## src/rtl/control_sequencer_pkg.sv

```systemverilog
// Shared ISA encoding, FSM state encoding and instruction field positions
// for the 8-bit CPU control sequencer.
package control_sequencer_pkg;

    localparam logic [1:0] OP_NOP  = 2'b00;
    localparam logic [1:0] OP_MOV  = 2'b01;
    localparam logic [1:0] OP_LDI  = 2'b10;
    localparam logic [1:0] OP_HLT  = 2'b11;
    localparam logic [1:0] SUB_JMP = 2'b01;

    // Instruction layout: [7:6] op, [5:4] dst, [3:2] src, [1:0] sub
    localparam int OP_HI  = 7;
    localparam int OP_LO  = 6;
    localparam int DST_HI = 5;
    localparam int DST_LO = 4;
    localparam int SRC_HI = 3;
    localparam int SRC_LO = 2;
    localparam int SUB_HI = 1;
    localparam int SUB_LO = 0;

    localparam int NUM_REGS = 4;

    typedef enum logic [2:0] {
        ST_FETCH     = 3'd0,
        ST_DECODE    = 3'd1,
        ST_READ_SRC  = 3'd2,
        ST_FETCH_IMM = 3'd3,
        ST_WRITE_DST = 3'd4,
        ST_HALT      = 3'd5
    } state_t;

    function automatic logic [1:0] ir_op(input logic [7:0] ir);
        return ir[OP_HI:OP_LO];
    endfunction

endpackage

```

## src/rtl/control_sequencer_if.sv

```systemverilog
// Program-memory fetch handshake plus register-bank RS/RW/Din/Dout lines.
interface control_sequencer_if #(
    parameter int AW = 8,
    parameter int DW = 8
);
    logic [AW-1:0] mem_addr;
    logic          mem_rd;
    logic          mem_ready;
    logic [DW-1:0] mem_data;
    logic [3:0]    reg_rs;
    logic          reg_rw;
    logic [DW-1:0] reg_din;
    logic [DW-1:0] reg_dout;

    modport master (
        output mem_addr, mem_rd, reg_rs, reg_rw, reg_din,
        input  mem_ready, mem_data, reg_dout
    );

    modport slave (
        input  mem_addr, mem_rd, reg_rs, reg_rw, reg_din,
        output mem_ready, mem_data, reg_dout
    );
endinterface

```

## src/rtl/prog_counter.sv

```systemverilog
// Program counter with load (priority) and increment; wraps modulo 2^AW.
module prog_counter #(
    parameter int AW = 8
) (
    input  logic          clk,
    input  logic          rst_n,
    input  logic          inc,
    input  logic          load,
    input  logic [AW-1:0] load_val,
    output logic [AW-1:0] pc
);

    logic [AW-1:0] pc_reg;

    always_ff @(posedge clk or negedge rst_n) begin
        if (!rst_n) begin
            pc_reg <= '0;
        end else if (load) begin
            pc_reg <= load_val;
        end else if (inc) begin
            pc_reg <= pc_reg + 1'b1;
        end
    end

    assign pc = pc_reg;

endmodule

```

## src/rtl/control_sequencer.sv

```systemverilog
// Fetch/decode/execute FSM driving a 4-entry register bank.
// Optional JMP (op=00, sub=01) is enabled by defining CTRL_JMP_EN.
module control_sequencer
    import control_sequencer_pkg::*;
#(
    parameter int AW = 8,
    parameter int DW = 8
) (
    input  logic              clk,
    input  logic              rst_n,
    control_sequencer_if.master bus,
    output logic [DW-1:0]     instr,
    output logic              halted
);

    state_t        state_reg;
    state_t        state_next;
    logic [DW-1:0] ir_reg;
    logic [DW-1:0] tmp_reg;

    logic          mem_rd_next;
    logic          rs_en;
    logic [1:0]    rs_idx;
    logic          rw_next;
    logic [DW-1:0] din_next;
    logic          pc_inc;
    logic          pc_load;
    logic          ir_load;
    logic          tmp_load;
    logic [DW-1:0] tmp_val;
    logic          is_jmp;
    logic [AW-1:0] pc;
    logic [3:0]    rs_onehot;

`ifdef CTRL_JMP_EN
    assign is_jmp = (ir_op(ir_reg) == OP_NOP) && (ir_reg[SUB_HI:SUB_LO] == SUB_JMP);
`else
    assign is_jmp = 1'b0;
`endif

    prog_counter #(.AW(AW)) u_pc (
        .clk      (clk),
        .rst_n    (rst_n),
        .inc      (pc_inc),
        .load     (pc_load),
        .load_val (bus.mem_data[AW-1:0]),
        .pc       (pc)
    );

    always_ff @(posedge clk or negedge rst_n) begin
        if (!rst_n) begin
            state_reg <= ST_FETCH;
            ir_reg    <= '0;
            tmp_reg   <= '0;
        end else begin
            state_reg <= state_next;
            if (ir_load) begin
                ir_reg <= bus.mem_data;
            end
            if (tmp_load) begin
                tmp_reg <= tmp_val;
            end
        end
    end

    always_comb begin
        state_next  = state_reg;
        mem_rd_next = 1'b0;
        rs_en       = 1'b0;
        rs_idx      = 2'd0;
        rw_next     = 1'b0;
        din_next    = '0;
        pc_inc      = 1'b0;
        pc_load     = 1'b0;
        ir_load     = 1'b0;
        tmp_load    = 1'b0;
        tmp_val     = '0;
        case (state_reg)
            ST_FETCH: begin
                mem_rd_next = 1'b1;
                if (bus.mem_ready) begin
                    ir_load    = 1'b1;
                    pc_inc     = 1'b1;
                    state_next = ST_DECODE;
                end
            end
            ST_DECODE: begin
                case (ir_op(ir_reg))
                    OP_NOP:  state_next = is_jmp ? ST_FETCH_IMM : ST_FETCH;
                    OP_MOV:  state_next = ST_READ_SRC;
                    OP_LDI:  state_next = ST_FETCH_IMM;
                    default: state_next = ST_HALT;
                endcase
            end
            ST_READ_SRC: begin
                rs_en      = 1'b1;
                rs_idx     = ir_reg[SRC_HI:SRC_LO];
                tmp_load   = 1'b1;
                tmp_val    = bus.reg_dout;
                state_next = ST_WRITE_DST;
            end
            ST_FETCH_IMM: begin
                mem_rd_next = 1'b1;
                if (bus.mem_ready) begin
                    // A jump consumes its operand as the new PC and touches no register
                    if (is_jmp) begin
                        pc_load    = 1'b1;
                        state_next = ST_FETCH;
                    end else begin
                        tmp_load   = 1'b1;
                        tmp_val    = bus.mem_data;
                        pc_inc     = 1'b1;
                        state_next = ST_WRITE_DST;
                    end
                end
            end
            ST_WRITE_DST: begin
                rs_en      = 1'b1;
                rs_idx     = ir_reg[DST_HI:DST_LO];
                rw_next    = 1'b1;
                din_next   = tmp_reg;
                state_next = ST_FETCH;
            end
            ST_HALT: begin
                state_next = ST_HALT;
            end
            default: begin
                state_next = ST_FETCH;
            end
        endcase
    end

    generate
        for (genvar gi = 0; gi < NUM_REGS; gi++) begin : g_rs
            assign rs_onehot[gi] = rs_en && (rs_idx == gi[1:0]);
        end
    endgenerate

    // The state register resets to FETCH, so gate the read strobe while reset is held
    assign bus.mem_rd   = mem_rd_next & rst_n;
    assign bus.mem_addr = pc;
    assign bus.reg_rs   = rs_onehot;
    assign bus.reg_rw   = rw_next;
    assign bus.reg_din  = din_next;
    assign instr        = ir_reg;
    assign halted       = (state_reg == ST_HALT);

endmodule

```

## src/flat_wrapper.sv

```systemverilog
// flat-port wrapper written by rule: the top's interface ports become plain ports
module control_sequencer_flat import control_sequencer_pkg::*;
#(
    parameter int AW = 8,
    parameter int DW = 8
)
  (clk, rst_n, instr, halted, bus_mem_addr, bus_mem_rd, bus_reg_rs, bus_reg_rw, bus_reg_din, bus_mem_ready, bus_mem_data, bus_reg_dout);
  control_sequencer_if #(.AW(AW), .DW(DW)) bus_i ();
  input  logic clk;
  input  logic rst_n;
  output logic [DW-1:0] instr;
  output logic halted;
  output wire logic [$bits(bus_i.mem_addr)-1:0] bus_mem_addr;
  output wire logic [$bits(bus_i.mem_rd)-1:0] bus_mem_rd;
  output wire logic [$bits(bus_i.reg_rs)-1:0] bus_reg_rs;
  output wire logic [$bits(bus_i.reg_rw)-1:0] bus_reg_rw;
  output wire logic [$bits(bus_i.reg_din)-1:0] bus_reg_din;
  input wire logic [$bits(bus_i.mem_ready)-1:0] bus_mem_ready;
  input wire logic [$bits(bus_i.mem_data)-1:0] bus_mem_data;
  input wire logic [$bits(bus_i.reg_dout)-1:0] bus_reg_dout;
  assign bus_mem_addr = bus_i.mem_addr;
  assign bus_mem_rd = bus_i.mem_rd;
  assign bus_reg_rs = bus_i.reg_rs;
  assign bus_reg_rw = bus_i.reg_rw;
  assign bus_reg_din = bus_i.reg_din;
  assign bus_i.mem_ready = bus_mem_ready;
  assign bus_i.mem_data = bus_mem_data;
  assign bus_i.reg_dout = bus_reg_dout;
  control_sequencer #(.AW(AW), .DW(DW)) u_core (.clk(clk), .rst_n(rst_n), .bus(bus_i), .instr(instr), .halted(halted));
endmodule
```

## config.mk

```make
export PLATFORM = sky130hd
export DESIGN_NAME = control_sequencer_flat
export DESIGN_NICKNAME = d
export VERILOG_FILES = /design/src/rtl/control_sequencer_pkg.sv /design/src/rtl/control_sequencer_if.sv /design/src/rtl/prog_counter.sv /design/src/rtl/control_sequencer.sv /design/src/flat_wrapper.sv
export SDC_FILE = /design/constraint.sdc
export NUM_CORES = 1
export LEC_CHECK = 0
export ABC_CLOCK_PERIOD_IN_PS = 3900
export CAP_MARGIN = 30
export CELL_PAD_IN_SITES_DETAIL_PLACEMENT = 0
export CELL_PAD_IN_SITES_GLOBAL_PLACEMENT = 1
export CORE_ASPECT_RATIO = 0.7
export CORE_MARGIN = 2
export CORE_UTILIZATION = 25
export CTS_BUF_LIST = sky130_fd_sc_hd__clkbuf_16
export CTS_CLUSTER_SIZE = 25
export DETAILED_ROUTE_END_ITERATION = 6
export GPL_ROUTABILITY_DRIVEN = 0
export PLACE_DENSITY = 0.72
export RECOVER_POWER = 50
export SYNTH_ARGS = -nofsm -noshare
export SYNTH_HDL_FRONTEND = slang
export SYNTH_SLANG_ARGS = --single-unit
```

## constraint.sdc

```tcl
create_clock -name clk -period 3.9 [get_ports clk]
set_clock_uncertainty 0.05 [all_clocks]
set_input_delay 0.585 -clock clk [delete_from_list [all_inputs] [get_ports clk]]
set_output_delay 0.585 -clock clk [all_outputs]
set_load 0.05 [all_outputs]
```

Yosys cells after proc, flatten, opt, wreduce, memory -nomap -nowiden
Index checks and enable logic that the tools add are counted.
- $add $sub $neg: 1
- multipliers: 0
- div/mod/pow operators: 0
- magnitude comparators: 0
- equality and inequality tests: 12
- shift-type cells: 0
- multiplexer cells: 15
- bitwise logic cells: 1
- reductions and logical operators: 10
- operators by type and width (cell ; number):
    $mux 8 ; 2
    $pmux 8 s2 ; 1
    $pmux 3 s5 ; 1
    $pmux 3 s3 ; 1
    $add 8x1->8 const B ; 1
    $eq 2x2->1 const B ; 3
    $eq 3x2->1 const B ; 2
    $eq 3x3->1 const B ; 2
    $mux 1 ; 6
    $mux 3 ; 2
    $eq 2x1->1 const B ; 2
    $logic_and 1x1->1 ; 4
    $logic_not 2->1 ; 2
    $ne 2x2->1 const B ; 2
    $pmux 2 s2 ; 1
    $reduce_or 2->1 ; 2
    $eq 3x1->1 const B ; 1
    $logic_not 3->1 ; 1
    $pmux 1 s2 ; 1
    $reduce_and 2->1 ; 1
    $and 1x1->1 ; 1
- bits in registers: 27
- latch bits: 0
- memory bits (writable): 0
- memory bits (read-only): 0
- input bits: 19
- output and inout bits: 31
- memories: 0

Logic depth before layout (Yosys ltp)
Gate-level depths: netlist of the first run.
- word-level depth: 4
- depth in mapped cells: 5

Cells and area by module
From an unflattened synthesis of the first run, not the netlist that was laid out.
- cell total of the unflattened synthesis: 145
- area, all modules: 1495.2 um2
- modules (own cells, without submodules) (module ; times used ; cells an instance ; area an instance (um2) ; sequential area each (um2)):
    control_sequencer ; 1 ; 96 ; 1044.8 ; 475.5
    prog_counter ; 1 ; 49 ; 450.4 ; 200.2

Worst setup path before layout of the first run
No wires, ideal clock.
- path kind: register to output
- start: register u_core.state_reg[1]
- end: output port bus_reg_rs[1]
- arrival: 2.137 ns
- data required time: 3.265 ns
- path slack: 1.128 ns
- cell stages (with the launch flop): 6
- cells stage by stage: dfrtp_1 -> buf_6 -> buf_2 -> nor3b_1 -> o21bai_1 -> a211oi_1
- longest elaborated chain between the ends: 4
- elaborated cells on any way between the ends: 7
- classes of those cells: eq/ne (3); mux (2); reduce/logical (2)
- ends and longest elaborated chain (element ; line ; source):
    start, declared ; control_sequencer.sv:16 ; state_t state_reg;
    start signal, assigned ; control_sequencer.sv:56 ; state_reg <= state_next;
    $eq 3x3->1 or $eq 3x2->1 (tied branches) ; control_sequencer.sv:78 ; case (state_reg)
    $pmux 2 s2 or $reduce_or 2->1 (tied branches) ; n/a ;
    $eq 2x1->1 or $mux 1 (tied branches) ; control_sequencer.sv:135, control_sequencer.sv:78 ;
    $logic_and 1x1->1 * ; control_sequencer.sv:135 ; assign rs_onehot[gi] = rs_en && (rs_idx == gi[1:0]);
    end, declared ; flat_wrapper.sv:15 ; output wire logic [$bits(bus_i.reg_rs)-1:0] bus_reg_rs;
Mark *: on every way between the ends. The rest lies on a longest branch, timed or not.

Worst setup path in the final report of the first run
Ends and elaborated chain as after synthesis.

==> results.json, run 1 <==
{
  "initial_core_util_pct": 25.7,
  "avgSynthCellArea_um2": 11.6,
  "nets": 197,
  "rows": 23,
  "synth_seq_area_share_pct": 46.4,
  "track_usage_pct": 10.9,
  "antenna_found_initial": 0,
  "dpl_cell_area_um2": 2000,
  "finalCriticalPeriod_ns": 3.09,
  "register_area_um2": 676,
  "peakVddDrop_mv": 0.150,
  "worst-endpoint-required_ns": 3.26,
  "clock.fmax_mhz": 323,
  "first_pass_iters": 4,
  "final_layout_size_suffix_gt1_share_pct": 10.9,
  "multi_input_area_um2": 709,
  "hold_path_class": "register to register",
  "r2r_slack_ns": 1.73,
  "crit_end": "bus_reg_rs[1]",
  "ys.warnings.count": 0,
  "hold_buffers": 0,
  "insertion_delay_ns": 0.26,
  "ctsResizeCount": 0,
  "drcViolationCount": 0,
  "r2r_start": "u_core.state_reg[0]",
  "dp_cells": 245,
  "critPathLaunch": "u_core.state_reg[1]",
  "root_buffer": "clkbuf_16",
  "top_level_ports": 50,
  "path_clk_slew_ns": 0.07,
  "fin_util_pct": 36.5,
  "instances_no_fill": 249,
  "cts_buffers": 3,
  "critPathLaunchType": "register",
  "syn_inst": 126,
  "htreeDepth": 1,
  "core_area_um2": 5670,
  "r2r_end": "u_core.tmp_reg[6]",
  "n_fill_cell": 566,
  "power_leakage_nw": 0.933,
  "cp_max_fo": 16,
  "p_per_area_nw_per_um2": 286,
  "synthDistinctLibCells": 37,
  "stdcell_area_um2": 2070,
  "chipHeight_um": 67.9,
  "vias": 1087,
  "place_hpwl_mm": 2.57,
  "pre_cts_slack_ns": 1.06,
  "setup_tns_ns": 0,
  "cts_tree": "yes",
  "ff2ff_path_depth": 3,
  "async_reset_ff_share_pct": 100,
  "critical_path_arrival_ns": 2.46,
  "grt_pass1_vias": 1006,
  "clock_path_buffers": 2,
  "endpoint_kind": "output port",
  "crit_type": "register to output port",
  "die_area_um2": 6460,
  "ant_nets": 0,
  "wl_mm": 3.39,
  "slew_headroom_pct": 51.9,
  "drt-vias-per-instance": 4.37,
  "period_share_pct": 79.3,
  "cts_setup_buffers": 0,
  "maxCapViolCount": 0,
  "rsz0062_at_grt": "no",
  "grt_max_degree": 29,
  "hold_viol": 0,
  "synth-edff-count": 0,
  "syn_area_um2": 1460,
  "syn_to_final_growth_pct": 42.0,
  "status": "finished clean",
  "drtIter0Drc": 36,
  "grt-ovfl-total": 0,
  "hold_path_depth": 1,
  "setup_violations": 0,
  "final_common_cell": "clkdlybuf4s50_1",
  "timing.final.ws_setup_ns": 0.807,
  "slew_viol_final": 0,
  "die_x_um": 95.2,
  "numPortBuffers": 49,
  "final_cell_mix": "clkdlybuf4s50_1 (46), dfrtp_1 (27), and2_1 (9), mux2_2 (9)",
  "wl_per_cell_um": 13.6,
  "grt_pass1_wl_mm": 5.31,
  "synth_nets": 148,
  "worst_pin_slew_ns": 0.719,
  "antenna_cells": 0,
  "synth_flop_cell": "dfrtp_1",
  "postSynthRegisterBits": 27,
  "cts_sinks": 27
}
[per-stage QoR]
stage          power (W)  hold slack (ns)
2_1_floorplan   0.000328            0.239
3_3_place_gp    0.000372            0.403
6_report        0.000591            0.420
3_5_place_dp    0.000373            0.412
4_1_cts         0.000602            0.427
5_1_grt         0.000618            0.446
[critical path, cell delays in order, from the launching register on]
cell,delay (ns)
dfrtp_1,0.74
nor3b_1,0.26
o21bai_1,0.10
a211oi_1,0.25
clkdlybuf4s50_1,0.85
[cell type report]
cell class,count,area share [%]
clock buffer,3,3.63
clock inverter,1,0.181
inverter,4,0.726
multi-input combinational,89,34.3
sequential,27,32.7
tap,75,4.54
timing repair buffer,50,24.0
[worst min-delay path by stage]
| stage | startpoint | endpoint | slack (ns) |
|---|---|---|---|
| global placement | u_core.tmp_reg[1] | u_core.tmp_reg[1] | 0.40 |
| CTS | u_core.tmp_reg[5] | u_core.tmp_reg[5] | 0.43 |
| finish | u_core.tmp_reg[5] | u_core.tmp_reg[5] | 0.42 |
| floorplan | rst_n | u_core.instr[0] | 0.24 |
| global route | u_core.u_pc.pc[7] | u_core.u_pc.pc[7] | 0.45 |
| detailed placement | u_core.tmp_reg[5] | u_core.tmp_reg[5] | 0.41 |
[metal layers]
metal	track usage, %	routed length (um)
met5	0	0
met4	3.26	33
met3	3.19	196
met2	13.1	1280
met1	17.9	1880
[cells in the mapped netlist, drive strengths merged (2+ instances only)]
| cell type | number | area [um^2] |
|---|---|---|
| dfrtp | 27 | 676 |
| mux2 | 10 | 116 |
| and2 | 9 | 56.3 |
| a21o | 7 | 52.6 |
| a22o | 7 | 61.3 |
| nor2 | 7 | 33.8 |
| xor2 | 7 | 80.1 |
| nor3 | 6 | 41.3 |
| nor3b | 6 | 61.3 |
| buf | 5 | 37.5 |
| nand3b | 5 | 37.5 |
| inv | 4 | 15.0 |
| ha | 3 | 37.5 |
| nand3 | 3 | 15.0 |
| a21oi | 2 | 10.0 |
| nand2b | 2 | 20.0 |
| nor2b | 2 | 12.5 |
| nor4 | 2 | 12.5 |
| o21ai | 2 | 10.0 |
[cells by family (layout without fill, tap and decap cells)]
logic type,after synthesis,count (layout),synth area share [%]
fa+ha+maj,3,3,2.58
flops,27,27,46.4
mux,10,10,7.99
buf+inv,10,58,3.87
compound gates,22,22,11.2
xor+xnor,8,8,6.10
simple gates,46,46,21.9
[power breakdown]
| group | internal (W) | leakage [nW] | switching, W |
|---|---|---|---|
| logic | 0.0000325 | 0.547 | 0.0000401 |
| registers | 0.000286 | 0.344 | 0.00000672 |
| clock network | 0.000137 | 0.0423 | 0.0000886 |
| total | 0.000456 | 0.933 | 0.000135 |
Note: power is estimated with default switching activity, not from simulation.
==> inputs of run 2 (changes only) <==
ABC_CLOCK_PERIOD_IN_PS = 2600   (was 3900)
PLACE_DENSITY = 0.74   (was 0.72)
clock period = 2.6 ns   (was 3.9 ns; I/O delays follow)
==> run 2 against run 1 <==
Register-to-register slack lost 1.2 ns; highest routed layer unchanged; count of clock-buffer cells in the layout unchanged; flip-flop and latch count stayed put; critical endpoint unchanged; utilization rose by 1.6 points; via count rose by 4.0%; largest power group unchanged; power grew 51%; critical path type unchanged.
==> results.json, run 2 (same netlist as run 1, synthesis figures left out) <==
{
  "clock_path_buffers": 2,
  "root_buffer": "clkbuf_16",
  "path_cells": "nor3b_1, o21bai_1, a211oi_1, buf_12",
  "cts_setup_buffers": 0,
  "wl_mm": 3.47,
  "initial_core_util_pct": 25.7,
  "place_hpwl_mm": 2.68,
  "cts_sinks": 27,
  "first_pass_iters": 4,
  "antenna_found_initial": 0,
  "crit_type": "register to output port",
  "p_comb_share_pct": 12.2,
  "drt-vias-per-instance": 4.52,
  "worst_pin_slew_ns": 1.46,
  "numPortBuffers": 49,
  "hold_ws_ns": 0.423,
  "final_common_cell": "clkdlybuf4s50_1",
  "dp_cells": 246,
  "endpoint_kind": "output port",
  "track_usage_pct": 11.6,
  "n_fill_cell": 558,
  "cp_max_fo": 17,
  "period_share_pct": 91.7,
  "instances_no_fill": 250,
  "rows": 23,
  "critPathLaunchType": "register",
  "hold_buffers": 0,
  "syn_to_final_growth_pct": 48.3,
  "slew_headroom_pct": 2.79,
  "grt_max_degree": 28,
  "top_level_ports": 50,
  "hold_viol": 0,
  "slew_viol_final": 0,
  "core_area_um2": 5670,
  "insertion_delay_ns": 0.26,
  "maxCapViolCount": 0,
  "antenna_cells": 0,
  "power.share.sequential_pct": 49.2,
  "htreeDepth": 1,
  "critical_path_arrival_ns": 1.95,
  "cts_tree": "yes",
  "p_sw_share_pct": 23.5,
  "chipHeight_um": 67.9,
  "cts_buffers": 3,
  "ant_nets": 0,
  "peakVddDrop_mv": 0.215,
  "grt-ovfl-total": 0,
  "status": "finished clean",
  "finalCriticalPeriod_ns": 2.39,
  "setup_violations": 0,
  "final_layout_size_suffix_gt1_share_pct": 18.3,
  "path_buf_inv": 1,
  "drtIter0Drc": 22,
  "nets": 198,
  "wl_per_cell_um": 13.9,
  "ctsResizeCount": 0,
  "clock.fmax_mhz": 419,
  "setup_tns_ns": 0,
  "path_clk_slew_ns": 0.06,
  "die_area_um2": 6460,
  "power_leakage_nw": 0.993,
  "hold_path_class": "register to register",
  "cp_slowest_stage_delay_ns": 0.69,
  "drcViolationCount": 0,
  "rsz0062_at_grt": "no",
  "vias": 1131,
  "grt_pass1_vias": 1068,
  "final_cell_mix": "clkdlybuf4s50_1 (32), dfrtp_1 (27), buf_12 (11), and2_1 (9), mux2_2 (9)",
  "worst-endpoint-required_ns": 2.16,
  "critPathTopFamily": "flip-flops",
  "grt_pass1_wl_mm": 5.64,
  "die_x_um": 95.2,
  "p_sw_w": 0.000210,
  "intPower_w": 0.000683,
  "power.share.clock_pct": 38.5,
  "cpMaxStageDelayCell": "dfrtp_1",
  "p_per_area_nw_per_um2": 414
}
[run 2: cell count changes in the layout (fill, tap and decap cells not counted), sizes merged]
| cell | delta |
|---|---|
| clkdlybuf4s50 | -14 |
| buf | +13 |
| clkbuf | +2 |
[run 2: stage by stage]
| step | cell area, um^2 | util [%] | worst slack, ns | power (W) |
|---|---|---|---|---|
| 4_1_cts | 2190 | 38.7 | 0.171 | 0.000909 |
| 3_5_place_dp | 2110 | 37.3 | 0.461 | 0.000560 |
| 2_1_floorplan | 1460 | - | 0.0227 | 0.000493 |
| 5_1_grt | 2160 | 38.1 | 0.0408 | 0.000934 |
| 3_3_place_gp | 2110 | 37.3 | 0.475 | 0.000560 |
| 6_report | 2160 | 38.1 | 0.215 | 0.000894 |
[run 2: layout make-up]
| type | instances | area (um^2) | share of cell area [%] |
|---|---|---|---|
| clock buffer | 3 | 75.1 | 3.48 |
| clock inverter | 1 | 3.75 | 0.174 |
| inverter | 4 | 15.0 | 0.695 |
| multi-input combinational | 89 | 698 | 32.3 |
| sequential | 27 | 676 | 31.3 |
| tap | 75 | 93.8 | 4.35 |
| timing repair buffer | 51 | 598 | 27.7 |
[run 2: final timing paths]
| path | start | endpoint | slack, ns | cells after the start |
|---|---|---|---|---|
| setup / recovery | u_core.state_reg[2] | bus_reg_rs[1] | 0.21 | 4 |
| hold / removal | u_core.tmp_reg[5] | u_core.tmp_reg[5] | 0.42 | 1 |
| setup reg to reg | u_core.state_reg[2] | u_core.tmp_reg[6] | 0.54 | 3 |
| hold reg to reg | u_core.tmp_reg[5] | u_core.tmp_reg[5] | 0.42 | 1 |
| max in group asynchronous | rst_n | u_core.tmp_reg[6] | 0.67 | 2 |
| min in group asynchronous | rst_n | u_core.u_pc.pc[2] | 0.98 | 2 |
[run 2: power groups by stage]
stage | Sequential [W] | Clock [W] | Combinational [W]
2_1_floorplan | 0.000480 | 0 | 0.0000131
3_3_place_gp | 0.000448 | 0 | 0.000112
3_5_place_dp | 0.000448 | 0 | 0.000112
4_1_cts | 0.000440 | 0.000356 | 0.000112
5_1_grt | 0.000441 | 0.000376 | 0.000117
6_report | 0.000440 | 0.000344 | 0.000109
[run 2: worst reg2reg max path, cell delays in order (launching register included)]
cell and delay (ns):
dfrtp_1 0.69, and4b_1 0.35, nor2_1 0.51, mux2_4 0.35
[run 2: layer usage]
layer | up-vias | share of wire (%) | global-route usage (%)
li1 | 548 | - | -
met1 | 551 | 50 | 17.4
met2 | 30 | 44 | 16.2
met3 | 2 | 5.2 | 2.86
met4 | 0 | 1.2 | 3.80
met5 | - | 0 | 0
==> inputs of run 3 (changes only) <==
CORE_ASPECT_RATIO = 1.2   (was 0.7)
CORE_UTILIZATION = 31   (was 25)
PLACE_DENSITY = 0.86   (was 0.74)
==> run 3 against run 2 <==
Sequential share of layout area grew 0.24 points; highest routed layer unchanged; sequential power about the same; first-iteration DRC count increased by 86%; via count rose by 0.44%; critical path type unchanged; non-clock buffer count unchanged; combinational power about the same; clock power up 3%; maximum frequency is 2.7% higher; final cell count is 6.8% lower.
==> results.json, run 3 (same netlist as run 1, synthesis figures left out) <==
{
  "top_level_ports": 50,
  "peakVddDrop_mv": 0.345,
  "numPortBuffers": 49,
  "final_layout_size_suffix_gt1_share_pct": 19.4,
  "p_per_area_nw_per_um2": 421,
  "antenna_cells": 0,
  "setup_tns_ns": 0,
  "status": "finished clean",
  "grt_pass1_wl_mm": 5.47,
  "drt-vias-per-instance": 4.88,
  "hold_buffers": 0,
  "first_pass_iters": 4,
  "worst-endpoint-required_ns": 2.16,
  "nets": 198,
  "insertion_delay_ns": 0.26,
  "critPathLaunchType": "register",
  "period_share_pct": 89.4,
  "final_cell_mix": "clkdlybuf4s50_1 (33), dfrtp_1 (27), buf_12 (11), and2_1 (9), mux2_2 (9)",
  "final_common_cell": "clkdlybuf4s50_1",
  "clock.fmax_mhz": 430,
  "setup_violations": 0,
  "core_area_um2": 4560,
  "slew_viol_final": 0,
  "cp_max_fo": 16,
  "wl_per_cell_um": 13.9,
  "maxCapViolCount": 0,
  "hold_viol": 0,
  "multi_input_area_um2": 698,
  "die_x_um": 66.6,
  "root_buffer": "clkbuf_16",
  "antenna_found_initial": 0,
  "cts_sinks": 27,
  "cts_buffers": 3,
  "syn_to_final_growth_pct": 47.2,
  "cts_setup_buffers": 0,
  "power_leakage_nw": 0.994,
  "fin_util_pct": 47.0,
  "cts_tree": "yes",
  "drtIter0Drc": 41,
  "drcViolationCount": 0,
  "place_hpwl_mm": 2.54,
  "crit_type": "register to output port",
  "htreeDepth": 1,
  "rsz0062_at_grt": "no",
  "worst_pin_slew_ns": 1.44,
  "register_area_um2": 676,
  "grt_max_degree": 28,
  "initial_core_util_pct": 31.9,
  "finalCriticalPeriod_ns": 2.32,
  "slew_headroom_pct": 3.77,
  "hold_path_class": "register to register",
  "endpoint_kind": "output port",
  "die_area_um2": 5260,
  "n_fill_cell": 433,
  "wl_mm": 3.25,
  "critical_path_arrival_ns": 1.88,
  "ctsResizeCount": 0,
  "vias": 1136,
  "ant_nets": 0,
  "chipHeight_um": 79.1,
  "path_clk_slew_ns": 0.07,
  "clock_path_buffers": 2,
  "track_usage_pct": 13.6,
  "grt_pass1_vias": 1137,
  "grt-ovfl-total": 0,
  "rows": 27
}
==> run 3: cell count changes in the layout (fill, tap and decap cells not counted) <==
| cell | previous run | this run |
|---|---|---|
| buf_4 | 4 | 5 |
| clkbuf_1 | 2 | 1 |
| clkdlybuf4s50_1 | 32 | 33 |
| clkinv_2 | 0 | 1 |
| dlygate4sd3_1 | 2 | 1 |
| inv_1 | 5 | 4 |
==> run 3: per-stage QoR <==
step	cells	hold slack [ns]	cell area (um^2)	setup slack, ns	power, W
2_1_floorplan	126	0.0444	1460	0.0227	0.000493
3_3_place_gp	229	0.407	2090	0.497	0.000557
3_5_place_dp	229	0.412	2090	0.505	0.000558
4_1_cts	233	0.427	2170	0.188	0.000907
5_1_grt	233	0.448	2140	0.0857	0.000937
6_report	233	0.419	2140	0.277	0.000903
==> run 3: layer usage <==
layer	track usage, %	vias to the layer above	part of all wire [%]
li1	-	547	-
met1	18.2	556	46
met2	21.6	29	49
met3	2.12	4	3.4
met4	6.12	0	2.2
met5	0	-	0
==> run 3: cell type report <==
| class | instances | area share [%] |
|---|---|---|
| Clock buffer | 3 | 3.50 |
| Clock inverter | 1 | 0.234 |
| Multi-Input combinational cell | 89 | 32.6 |
| Sequential cell | 27 | 31.5 |
| Timing Repair Buffer | 51 | 28.1 |
| Tap cell | 58 | 3.39 |
| Inverter | 4 | 0.701 |
==> run 3: power by group <==
part | total (W) | switching, W | internal (W)
clock | 0.000355 | 0.000147 | 0.000208
combinational | 0.000109 | 0.0000603 | 0.0000484
sequential | 0.000439 | 0.0000101 | 0.000429
==> run 3: final timing paths <==
| path | start | endpoint | slack [ns] | depth (start not counted) |
|---|---|---|---|---|
| max in group asynchronous | rst_n | u_core.instr[6] | 0.67 | 2 |
| setup / recovery | u_core.state_reg[1] | bus_mem_rd | 0.28 | 3 |
| setup reg to reg | u_core.state_reg[2] | u_core.tmp_reg[6] | 0.62 | 3 |
| min in group asynchronous | rst_n | u_core.u_pc.pc[2] | 0.98 | 2 |
| hold reg to reg | u_core.u_pc.pc[7] | u_core.u_pc.pc[7] | 0.42 | 1 |
| hold / removal | u_core.u_pc.pc[7] | u_core.u_pc.pc[7] | 0.42 | 1 |
==> run 3: critical path: stages, from the launching register on <==
cell	delay, ns
dfrtp_1	0.67
xor2_1	0.31
nor3b_1	0.44
buf_12	0.19
